$ cat src/rtl/mp64_trng_health_pkg.sv
// rtl/mp64_trng_health_pkg.sv - shared states, widths and default cutoffs for the TRNG health stage
package mp64_trng_health_pkg;

  typedef enum logic [1:0] {
    TRNG_HS_STARTUP = 2'b00,
    TRNG_HS_RUN     = 2'b01,
    TRNG_HS_FAIL    = 2'b10
  } trng_hs_state_e;

  localparam int TRNG_BLK_W    = 64;
  localparam int TRNG_SAMPLE_W = 8;
  localparam int TRNG_LANES    = TRNG_BLK_W / TRNG_SAMPLE_W;

  localparam int DEF_RCT_CUTOFF      = 5;
  localparam int DEF_APT_WINDOW      = 512;
  localparam int DEF_APT_CUTOFF      = 40;
  localparam int DEF_STARTUP_SAMPLES = 1024;

endpackage

$ cat src/rtl/mp64_trng_health_if.sv
// rtl/mp64_trng_health_if.sv - tested 64-bit block handshake towards the pool mixer
interface mp64_trng_health_if;
  import mp64_trng_health_pkg::*;

  logic [TRNG_BLK_W-1:0] blk_data;
  logic                  blk_valid;
  logic                  blk_ready;

  modport master (output blk_data, output blk_valid, input blk_ready);
  modport slave  (input blk_data, input blk_valid, output blk_ready);

endinterface

$ cat src/rtl/mp64_trng_health_apt.sv
// rtl/mp64_trng_health_apt.sv - windowed adaptive proportion counter, reusable on any 8-bit entropy source
module mp64_trng_health_apt
  import mp64_trng_health_pkg::*;
#(
  parameter int WINDOW = DEF_APT_WINDOW,
  parameter int CUTOFF = DEF_APT_CUTOFF
) (
  input  logic                     clk,
  input  logic                     rst_n,
  input  logic                     clr,
  input  logic                     en,
  input  logic [TRNG_SAMPLE_W-1:0] sample,
  output logic                     trip
);

  localparam int IDX_W = $clog2(WINDOW);
  localparam int CNT_W = $clog2(WINDOW + 1);
  localparam logic [IDX_W-1:0] LAST_IDX = IDX_W'(WINDOW - 1);
  localparam logic [IDX_W-1:0] IDX_ONE  = IDX_W'(1);
  localparam logic [CNT_W-1:0] CNT_ONE  = CNT_W'(1);
  localparam logic [CNT_W-1:0] CUT      = CNT_W'(CUTOFF);

  logic [TRNG_SAMPLE_W-1:0] ref_q;
  logic [IDX_W-1:0]         win_idx;
  logic [CNT_W-1:0]         apt_cnt;
  logic [CNT_W-1:0]         cnt_next;

  // Count this sample against the window reference; the first sample of a window becomes the reference.
  always_comb begin
    cnt_next = apt_cnt;
    if (win_idx == '0) begin
      cnt_next = CNT_ONE;
    end else if (sample == ref_q) begin
      cnt_next = apt_cnt + CNT_ONE;
    end
  end

  assign trip = en && (cnt_next >= CUT);

  // Window position, reference and count advance only on tested samples.
  always_ff @(posedge clk or negedge rst_n) begin
    if (!rst_n) begin
      ref_q   <= '0;
      win_idx <= '0;
      apt_cnt <= '0;
    end else if (clr) begin
      win_idx <= '0;
      apt_cnt <= '0;
    end else if (en) begin
      if (win_idx == '0) begin
        ref_q <= sample;
      end
      apt_cnt <= cnt_next;
      win_idx <= (win_idx == LAST_IDX) ? '0 : win_idx + IDX_ONE;
    end
  end

endmodule

$ cat src/rtl/mp64_trng_health.sv
// rtl/mp64_trng_health.sv - RCT/APT health gate and 64-bit packer; MP64_TRNG_HEALTH_STATS_EN adds drop/trip counters
module mp64_trng_health
  import mp64_trng_health_pkg::*;
#(
  parameter int RCT_CUTOFF      = DEF_RCT_CUTOFF,
  parameter int APT_WINDOW      = DEF_APT_WINDOW,
  parameter int APT_CUTOFF      = DEF_APT_CUTOFF,
  parameter int STARTUP_SAMPLES = DEF_STARTUP_SAMPLES
) (
  input  logic                      clk,
  input  logic                      rst_n,
  input  logic                      raw_bit,
  input  logic                      raw_valid,
  input  logic                      clr_fail,
  mp64_trng_health_if.master        blk,
  output logic                      health_ok,
  output logic [1:0]                state,
  output logic                      rct_fail,
  output logic                      apt_fail
`ifdef MP64_TRNG_HEALTH_STATS_EN
  ,
  output logic [15:0]               drop_cnt,
  output logic [15:0]               rct_trip_cnt,
  output logic [15:0]               apt_trip_cnt
`endif
);

  localparam int SU_W = $clog2(STARTUP_SAMPLES + 1);
  localparam logic [SU_W-1:0] SU_LAST = SU_W'(STARTUP_SAMPLES - 1);
  localparam logic [SU_W-1:0] SU_ONE  = SU_W'(1);
  localparam logic [7:0]      RCT_CUT = 8'(RCT_CUTOFF);
  localparam int              BUF_W   = (TRNG_LANES - 1) * TRNG_SAMPLE_W;

  trng_hs_state_e state_q, state_d;

  logic [2:0]                bit_cnt;
  logic [TRNG_SAMPLE_W-1:0]  sample_sr;
  logic                      sample_valid;
  logic [TRNG_SAMPLE_W-1:0]  last_sample;
  logic [7:0]                rep_cnt;
  logic [7:0]                rep_next;
  logic [SU_W-1:0]           su_cnt;
  logic [2:0]                pk_idx;
  logic [BUF_W-1:0]          pk_buf;
  logic [TRNG_BLK_W-1:0]     blk_data_q;
  logic                      blk_valid_q;

  logic testing, rct_match, rct_trip, apt_trip, trip_any;
  logic clear_fail, su_done, pk_write, pk_complete, blk_take;

  // Only samples seen outside FAIL are tested; a zero repeat count means no reference sample yet.
  always_comb begin
    testing     = sample_valid && (state_q != TRNG_HS_FAIL);
    rct_match   = (rep_cnt != 8'd0) && (sample_sr == last_sample);
    rep_next    = 8'd1;
    if (rct_match) begin
      rep_next = (rep_cnt == 8'hFF) ? 8'hFF : rep_cnt + 8'd1;
    end
    rct_trip    = testing && (rep_next >= RCT_CUT);
    trip_any    = rct_trip || apt_trip;
    clear_fail  = (state_q == TRNG_HS_FAIL) && clr_fail;
    su_done     = testing && !trip_any && (state_q == TRNG_HS_STARTUP) && (su_cnt == SU_LAST);
    pk_write    = testing && !trip_any && (state_q == TRNG_HS_RUN);
    pk_complete = pk_write && (pk_idx == 3'd7);
    blk_take    = blk_valid_q && blk.blk_ready;
  end

  mp64_trng_health_apt #(
    .WINDOW (APT_WINDOW),
    .CUTOFF (APT_CUTOFF)
  ) u_apt (
    .clk    (clk),
    .rst_n  (rst_n),
    .clr    (clear_fail),
    .en     (testing),
    .sample (sample_sr),
    .trip   (apt_trip)
  );

  // Health state register.
  always_ff @(posedge clk or negedge rst_n) begin
    if (!rst_n) begin
      state_q <= TRNG_HS_STARTUP;
    end else begin
      state_q <= state_d;
    end
  end

  // Next-state: any trip fails, enough clean samples leave STARTUP, clr_fail leaves FAIL.
  always_comb begin
    state_d = state_q;
    case (state_q)
      TRNG_HS_STARTUP: begin
        if (trip_any) state_d = TRNG_HS_FAIL;
        else if (su_done) state_d = TRNG_HS_RUN;
      end
      TRNG_HS_RUN: begin
        if (trip_any) state_d = TRNG_HS_FAIL;
      end
      TRNG_HS_FAIL: begin
        if (clr_fail) state_d = TRNG_HS_STARTUP;
      end
      default: state_d = TRNG_HS_STARTUP;
    endcase
  end

  // Shift raw bits MSB-first into a byte; a one-cycle strobe follows every 8th valid bit.
  always_ff @(posedge clk or negedge rst_n) begin
    if (!rst_n) begin
      bit_cnt      <= 3'd0;
      sample_sr    <= '0;
      sample_valid <= 1'b0;
    end else begin
      sample_valid <= raw_valid && (bit_cnt == 3'd7);
      if (raw_valid) begin
        sample_sr <= {sample_sr[TRNG_SAMPLE_W-2:0], raw_bit};
        bit_cnt   <= bit_cnt + 3'd1;
      end
    end
  end

  // Repetition count and sticky failure flags.
  always_ff @(posedge clk or negedge rst_n) begin
    if (!rst_n) begin
      last_sample <= '0;
      rep_cnt     <= 8'd0;
      rct_fail    <= 1'b0;
      apt_fail    <= 1'b0;
    end else if (clear_fail) begin
      rep_cnt  <= 8'd0;
      rct_fail <= 1'b0;
      apt_fail <= 1'b0;
    end else begin
      if (testing) begin
        rep_cnt <= rep_next;
        if (!rct_match) last_sample <= sample_sr;
      end
      if (rct_trip) rct_fail <= 1'b1;
      if (apt_trip) apt_fail <= 1'b1;
    end
  end

  // Clean samples seen during STARTUP.
  always_ff @(posedge clk or negedge rst_n) begin
    if (!rst_n) begin
      su_cnt <= '0;
    end else if (clear_fail) begin
      su_cnt <= '0;
    end else if (testing && !trip_any && (state_q == TRNG_HS_STARTUP)) begin
      su_cnt <= su_cnt + SU_ONE;
    end
  end

  // Byte-lane packer; only fills in RUN so the first RUN block starts at lane 0.
  always_ff @(posedge clk or negedge rst_n) begin
    if (!rst_n) begin
      pk_idx <= 3'd0;
      pk_buf <= '0;
    end else if ((state_q == TRNG_HS_FAIL) || trip_any) begin
      pk_idx <= 3'd0;
    end else if (pk_write) begin
      for (int i = 0; i < TRNG_LANES - 1; i++) begin
        if (pk_idx == 3'(i)) pk_buf[i*TRNG_SAMPLE_W +: TRNG_SAMPLE_W] <= sample_sr;
      end
      pk_idx <= pk_idx + 3'd1;
    end
  end

  // Output holding register: load when empty or draining this cycle, otherwise the new block is lost.
  always_ff @(posedge clk or negedge rst_n) begin
    if (!rst_n) begin
      blk_valid_q <= 1'b0;
      blk_data_q  <= '0;
    end else if ((state_q == TRNG_HS_FAIL) || trip_any) begin
      blk_valid_q <= 1'b0;
      blk_data_q  <= '0;
    end else if (pk_complete && (!blk_valid_q || blk.blk_ready)) begin
      blk_valid_q <= 1'b1;
      blk_data_q  <= {sample_sr, pk_buf};
    end else if (blk_take) begin
      blk_valid_q <= 1'b0;
    end
  end

`ifdef MP64_TRNG_HEALTH_STATS_EN
  // Saturating drop and trip statistics, cleared only by reset.
  always_ff @(posedge clk or negedge rst_n) begin
    if (!rst_n) begin
      drop_cnt     <= 16'd0;
      rct_trip_cnt <= 16'd0;
      apt_trip_cnt <= 16'd0;
    end else begin
      if (pk_complete && blk_valid_q && !blk.blk_ready && (drop_cnt != 16'hFFFF))
        drop_cnt <= drop_cnt + 16'd1;
      if (rct_trip && (rct_trip_cnt != 16'hFFFF))
        rct_trip_cnt <= rct_trip_cnt + 16'd1;
      if (apt_trip && (apt_trip_cnt != 16'hFFFF))
        apt_trip_cnt <= apt_trip_cnt + 16'd1;
    end
  end
`endif

  assign blk.blk_data  = blk_data_q;
  assign blk.blk_valid = blk_valid_q;
  assign state         = state_q;
  assign health_ok     = (state_q == TRNG_HS_RUN);

endmodule

$ cat src/flat_wrapper.sv
// flat-port wrapper written by rule: the top's interface ports become plain ports
module mp64_trng_health_flat import mp64_trng_health_pkg::*;
#(
  parameter int RCT_CUTOFF      = DEF_RCT_CUTOFF,
  parameter int APT_WINDOW      = DEF_APT_WINDOW,
  parameter int APT_CUTOFF      = DEF_APT_CUTOFF,
  parameter int STARTUP_SAMPLES = DEF_STARTUP_SAMPLES
)
  (clk, rst_n, raw_bit, raw_valid, clr_fail, health_ok, state, rct_fail, apt_fail, blk_blk_data, blk_blk_valid, blk_blk_ready);
  mp64_trng_health_if blk_i ();
  input  logic clk;
  input  logic rst_n;
  input  logic raw_bit;
  input  logic raw_valid;
  input  logic clr_fail;
  output logic health_ok;
  output logic [1:0] state;
  output logic rct_fail;
  output logic apt_fail;
  output wire logic [$bits(blk_i.blk_data)-1:0] blk_blk_data;
  output wire logic [$bits(blk_i.blk_valid)-1:0] blk_blk_valid;
  input wire logic [$bits(blk_i.blk_ready)-1:0] blk_blk_ready;
  assign blk_blk_data = blk_i.blk_data;
  assign blk_blk_valid = blk_i.blk_valid;
  assign blk_i.blk_ready = blk_blk_ready;
  mp64_trng_health #(.RCT_CUTOFF(RCT_CUTOFF), .APT_WINDOW(APT_WINDOW), .APT_CUTOFF(APT_CUTOFF), .STARTUP_SAMPLES(STARTUP_SAMPLES)) u_core (.clk(clk), .rst_n(rst_n), .raw_bit(raw_bit), .raw_valid(raw_valid), .clr_fail(clr_fail), .blk(blk_i), .health_ok(health_ok), .state(state), .rct_fail(rct_fail), .apt_fail(apt_fail));
endmodule
$ cat config.mk
export PLATFORM = sky130hd
export DESIGN_NAME = mp64_trng_health_flat
export DESIGN_NICKNAME = d
export VERILOG_FILES = /design/src/rtl/mp64_trng_health_pkg.sv /design/src/rtl/mp64_trng_health_if.sv /design/src/rtl/mp64_trng_health_apt.sv /design/src/rtl/mp64_trng_health.sv /design/src/flat_wrapper.sv
export SDC_FILE = /design/constraint.sdc
export NUM_CORES = 1
export LEC_CHECK = 0
export CORE_UTILIZATION = 40
export CTS_CLUSTER_DIAMETER = 150
export DETAILED_ROUTE_END_ITERATION = 10
export SLEW_MARGIN = 20
export SYNTH_ARGS = -nofsm -noshare
export SYNTH_HDL_FRONTEND = slang
export SYNTH_HIERARCHICAL = 1
export SYNTH_SLANG_ARGS = --single-unit
$ cat constraint.sdc
create_clock -name clk -period 5.3 [get_ports clk]
set_clock_uncertainty 0.15 [all_clocks]
set_input_delay 1.06 -clock clk [delete_from_list [all_inputs] [get_ports clk]]
set_output_delay 1.06 -clock clk [all_outputs]
set_load 0.05 [all_outputs]
==> impl_metrics.tcl, run 1 <==
set metrics [dict create \
    status "completed" \
    dp_cells 1035 \
    coreArea_um2 21220 \
    syn_to_final_growth_pct 17.87 \
    rsz0062_at_grt "no" \
    max-slew-margin-rel 0.4181 \
    dp_slack_ns 0.9181 \
    drc_errors 0 \
    drt_iter0_markers 405 \
    max-vdd-ir-drop_v 0.0002913 \
    min_path_cells 1 \
    cts_setup_buffers 0 \
    totalPowerFinal_mw 4.237 \
    cts_sinks 194 \
    hold_viol_final 0 \
    timing.final.ws_setup_ns 0.8494 \
    synthesis.area_um2 8753 \
    grt_antenna_before_repair 0 \
    grt_pass1_wl_mm 31.75 \
    cts_tree "done" \
    synth_most_common_cell "dfrtp_1" \
    hold_class "register to register" \
    ys_top_cells_by_count "dfrtp_1 (194), a22o_1 (67), nand2_1 (55), mux2_1 (33), nor2_1 (31)" \
    cellLeakagePower_nw 4.740 \
    synth-edff-count 0 \
    postPlaceCellArea_um2 9712 \
    via_per_inst 5.647 \
    synth-async-reset-ratio 1.000 \
    vias 6025 \
    drv_slew 0 \
    cp.arrival_ns 4.67 \
    period_minus_slack_ns 4.451 \
    antenna_left 0 \
    root_buffer "clkbuf_16" \
    internal-power_mw 2.751 \
    synth_cell_types 68 \
    start_util 0.4125 \
    syn_inst 716 \
    fin_setup_tns_ns 0 \
    routedWlPerCell_um 18.39 \
    clk_latency_ns 0.43 \
    rr_worst_depth 13 \
    clockPowerShare 0.307 \
    powerDensity_nw_per_um2 410.7 \
    yosysTopAreaCell "dfrtp_1" \
    die_h_um 149.9 \
    gp_congestion 0.8641 \
    hold_buffers 0 \
    grt_pass1_vias 5891 \
    netlist_top_cells_area "dfrtp_1 (55%), a22o_1 (6.7%), mux2_1 (4.2%)" \
    instances_no_fill 1067 \
    yosys_warnings 6 \
    max_stage_delay_ns 0.62 \
    crit_type "register to register" \
    cts_resized 0 \
    diodes 0 \
    die_area_um2 22480 \
    switchingPower_mw 1.487 \
    tightestPinTransition_ns 0.8729 \
    ctsLongestPathBuffers 2 \
    io_buffers 75 \
    max_freq_ghz 0.2247 \
    crit_path_start_kind "register" \
    htree_levels 4 \
    cp_slowest_cell "dfrtp_1" \
    cp-end-kind "register" \
    grt_max_degree 108 \
    cap_violations 0 \
    syn-num-nets 737 \
    wirelength_mm 19.62 \
    ios 76 \
    layout-drive-gt1-share 0.1427 \
    fin_util 0.4862 \
    synth_seq_area_share 0.5546 \
    fin_nets 800 \
    synth_top_area_frac 0.5546 \
    core.rowCount 53 \
    setup_violations 0 \
    grt-ovfl-total 0 \
    rrSetupSlack_ns 0.85 \
    die_x_um 149.9 \
    worstPathCellList "xnor2_1 -> nand4_2 -> nor3_4 -> nand3_1 -> xor2_1 -> a41oi_1 -> buf_4 -> or3b_1 -> nor3_1 -> nand3_1 -> o21ai_4 -> buf_4 -> a22o_1" \
    final_cell_area_um2 10320 \
    required_ns 5.52 \
    fin_crit_sh 0.8397 \
    numCtsBuffers 17 \
    clk_pin_slew_ns 0.08 \
    dr.pass1.iters 5 \
    fin_hold_ws_ns 0.3335 \
    combPwrFrac 0.238 \
    hpwl_mm 12.75 \
    swShare 0.3509 \
    worstPathMaxFanout 64 \
    seq_power_share 0.456 \
    grt_usage 0.1818 \
    syn_area_per_cell_um2 12.23 \
    synth_flop_cell "dfrtp_1" \
    synth-seq-cells 194 \
]
## power groups by stage
stage          sequential (mW)  combinational, mW  clock [mW]
5_1_grt                   1.97               1.12        1.38
3_5_place_dp              1.95               1.01           0
2_1_floorplan             1.90              0.773           0
3_3_place_gp              1.93              0.973           0
6_report                  1.93               1.01        1.30
4_1_cts                   1.93               1.01        1.33
## layout by cell type, fill, tap and decap left out, drive strengths merged, types with 4 or more instances in the layout
master,count
nor3,11
dfrtp,194
o31ai,8
a22o,67
and2,5
clkinv,7
ha,15
or4,10
nor2,32
nand2b,4
nand2,56
mux2i,5
or3,7
buf,17
inv,22
clkdlybuf4s50,74
mux2,77
nor4,5
nand4,12
nand3,14
clkbuf,18
xnor2,18
o21ai,25
a21oi,28
a311oi,4
a31oi,9
and3,5
## worst max-delay path: cells and delay by family (launching register included)
| family | cells | cell delay, ns |
|---|---|---|
| simple gates | 6 | 1.81 |
| buf+inv | 2 | 0.78 |
| compound gates | 3 | 0.60 |
| xor+xnor | 2 | 0.36 |
| flops | 1 | 0.62 |
## sequential cells by signal (all words and copies together) (netlist names), 2 cells and up
name and cells:
u_core/blk.blk_data 64, u_core/rep_cnt 8, u_core/pk_idx 3, u_core/u_apt/apt_cnt 10
u_core/sample_sr 8, u_core/u_apt/win_idx 9, u_core/state 2, u_core/u_apt/ref_q 8
u_core/su_cnt 11, u_core/pk_buf 56, u_core/last_sample 8, u_core/bit_cnt 3
## cell type report
class	instances	area (um2)
repair buffers	92	894.6
clock inverters	15	180.2
well taps	275	344.1
clock buffers	17	425.4
inverters	14	52.55
multi-input cells	460	3566
flip-flops and latches	194	4855
fillers	1915	10900
## worst paths after layout
kind,start,endpoint
max,u_core/sample_sr[6],u_core/blk.blk_data[35]
min,u_core/bit_cnt[0],u_core/bit_cnt[0]
max reg2reg,u_core/sample_sr[6],u_core/blk.blk_data[35]
min reg2reg,u_core/bit_cnt[0],u_core/bit_cnt[0]
max in group asynchronous,rst_n,u_core/last_sample[5]
min in group asynchronous,rst_n,u_core/blk.blk_data[4]
## routing by layer
metal,share of wire,vias to the layer above,GRT usage
li1,-,2755,-
met1,0.47,3094,0.2568
met2,0.48,157,0.2817
met3,0.043,19,0.03720
met4,0.011,0,0.05253
met5,0,-,0
## logic make-up (layout without fill, tap and decap cells)
| logic type | count (synthesis) | after routing | share of synthesized area |
|---|---|---|---|
| flops | 194 | 194 | 0.5546 |
| compound gates | 169 | 169 | 0.1451 |
| mux | 82 | 82 | 0.1121 |
| simple gates | 173 | 173 | 0.1065 |
| fa+ha+maj | 15 | 15 | 0.02144 |
| xor+xnor | 21 | 21 | 0.02101 |
| buf+inv | 62 | 138 | 0.03931 |
No activity file was read; power rests on OpenSTA's default activity.
==> run 2: changes to the inputs <==
- clock period: 5.3 -> 4.3 ns (I/O delays scaled with it)
==> run 2 against run 1 <==
  * First-iteration DRC count decreased by 11%
  * Critical path depth decreased by 1
  * Setup slack got worse by 0.42 ns
  * Combinational power increased by 25%
  * Sequential share of layout area decreased by 0.16 points
  * Core utilization increased by 0.17 points
  * Worst hold slack got worse by 0.13 ns
  * Highest routed layer unchanged
==> impl_metrics.tcl, run 2 (synthesis gave the netlist of run 1 again) <==
set metrics [dict create \
    status "completed" \
    hpwl_mm 12.76 \
    start_util 0.4125 \
    multiInputGateArea_um2 3566 \
    syn_to_final_growth_pct 18.27 \
    core.rowCount 53 \
    fin_crit_sh 0.9012 \
    vias 6021 \
    htree_levels 4 \
    gp_congestion 0.8244 \
    rrSetupSlack_ns 0.42 \
    fin_util 0.4879 \
    crit_path_start_kind "register" \
    ios 76 \
    powerDensity_nw_per_um2 509.3 \
    cp.depth 12 \
    rsz0062_at_grt "no" \
    met2_usage 0.3069 \
    drc_errors 0 \
    rr_worst_depth 12 \
    cts_tree "done" \
    grt_pass1_wl_mm 32.13 \
    fill_cells 1923 \
    hold_class "input port to async pin" \
    wirelength_mm 19.65 \
    instances_no_fill 1068 \
    cts_sinks 194 \
    cts_setup_buffers 0 \
    cp_slowest_cell "mux2_1" \
    setup_violations 0 \
    max-vdd-ir-drop_v 0.0003259 \
    grt_use_met1 0.2501 \
    dp_slack_ns 0.4733 \
    die_h_um 149.9 \
    top_usage_layer "met2" \
    max-slew-margin-rel 0.4313 \
    grt_usage 0.1850 \
    hold_viol_final 0 \
    grt_antenna_before_repair 0 \
    grt_pass1_vias 6044 \
    via_per_inst 5.638 \
    final-seq-area_um2 4855 \
    max_stage_delay_ns 0.44 \
    dr.pass1.iters 5 \
    largest_reg_flops 64 \
    crit_family "simple AND/OR/NAND/NOR gates" \
    cellLeakagePower_nw 4.752 \
    clk_latency_ns 0.44 \
    io_buffers 75 \
    grt-ovfl-total 0 \
    layout-drive-gt1-share 0.1438 \
    diodes 0 \
    period_minus_slack_ns 3.875 \
    root_buffer "clkbuf_16" \
    timing.final.ws_setup_ns 0.4249 \
    final_common_cell "dfrtp_1" \
    tightestPinTransition_ns 0.8473 \
    cts_resized 0 \
    routedWlPerCell_um 18.40 \
    ctsLongestPathBuffers 2 \
    crit_buf_inv 1 \
    crit_type "register to register" \
    dp_cells 1036 \
    die_x_um 149.9 \
    fin_nets 801 \
    required_ns 4.46 \
    drv_slew 0 \
    cp-end-kind "register" \
    fin_setup_tns_ns 0 \
    grt_use_met3 0.03140 \
    worstPathMaxFanout 8 \
    clk_pin_slew_ns 0.08 \
    worstPathCellList "xnor2_1 -> nand4_2 -> nor3_4 -> mux2i_1 -> o2bb2ai_1 -> a41oi_1 -> buf_4 -> nor3b_1 -> nand2_1 -> nor3_2 -> o211ai_1 -> mux2_1" \
    die_area_um2 22480 \
    cp.arrival_ns 4.04 \
    coreArea_um2 21220 \
    cap_violations 0 \
    max_freq_ghz 0.2581 \
    numCtsBuffers 17 \
    drt_iter0_markers 359 \
    grt_max_degree 90 \
    antenna_left 0 \
    fin_hold_ws_ns 0.2056 \
    hold_buffers 0 \
    final_cell_mix "dfrtp_1 (194), clkdlybuf4s50_1 (74), a22o_1 (67)" \
]
[run 2: cell types whose count changed in the layout (fill, tap and decap cells not counted)]
cell,delta
clkinv_2,-1
clkinv_4,+2
clkinv_8,+1
bufinv_16,+1
buf_4,+1
inv_8,-2
inv_6,-1
[run 2: final cells by class]
type | count | share of cell area
Sequential cell | 194 | 0.4689
Multi-Input combinational cell | 460 | 0.3445
Timing Repair Buffer | 93 | 0.08714
Clock buffer | 17 | 0.04109
Tap cell | 275 | 0.03324
Clock inverter | 15 | 0.02006
Inverter | 14 | 0.005076
[run 2: stage by stage]
stage / total power [mW] / area, um2
2_1_floorplan: 3.299 / 8753
3_3_place_gp: 3.588 / 9719
3_5_place_dp: 3.655 / 9719
4_1_cts: 5.316 / 10350
5_1_grt: 5.588 / 10350
6_report: 5.272 / 10350
[run 2: routing by layer]
| metal | vias to the layer above | part of all wire |
|---|---|---|
| li1 | 2764 | - |
| met1 | 3093 | 0.46 |
| met2 | 149 | 0.50 |
| met3 | 15 | 0.032 |
| met4 | 0 | 0.0097 |
| met5 | - | 0 |
[run 2: worst paths after layout]
path                                       startpoint                      end
worst max-delay path            u_core/u_apt/ref_q[1]        u_core/pk_buf[37]
worst min-delay path                            rst_n  u_core/blk.blk_data[60]
worst max register to register  u_core/u_apt/ref_q[1]        u_core/pk_buf[37]
worst min register to register      u_core/bit_cnt[0]        u_core/bit_cnt[0]
max in group asynchronous                       rst_n  u_core/blk.blk_data[32]
min in group clk                    u_core/bit_cnt[0]        u_core/bit_cnt[0]
[run 2: report_power, final]
part,internal [mW],leakage [nW],switching [mW],total [mW]
clock network,0.852,0.305,0.796,1.65
logic,0.509,1.80,0.752,1.26
registers,2.09,2.65,0.277,2.36
total,3.45,4.75,1.83,5.27
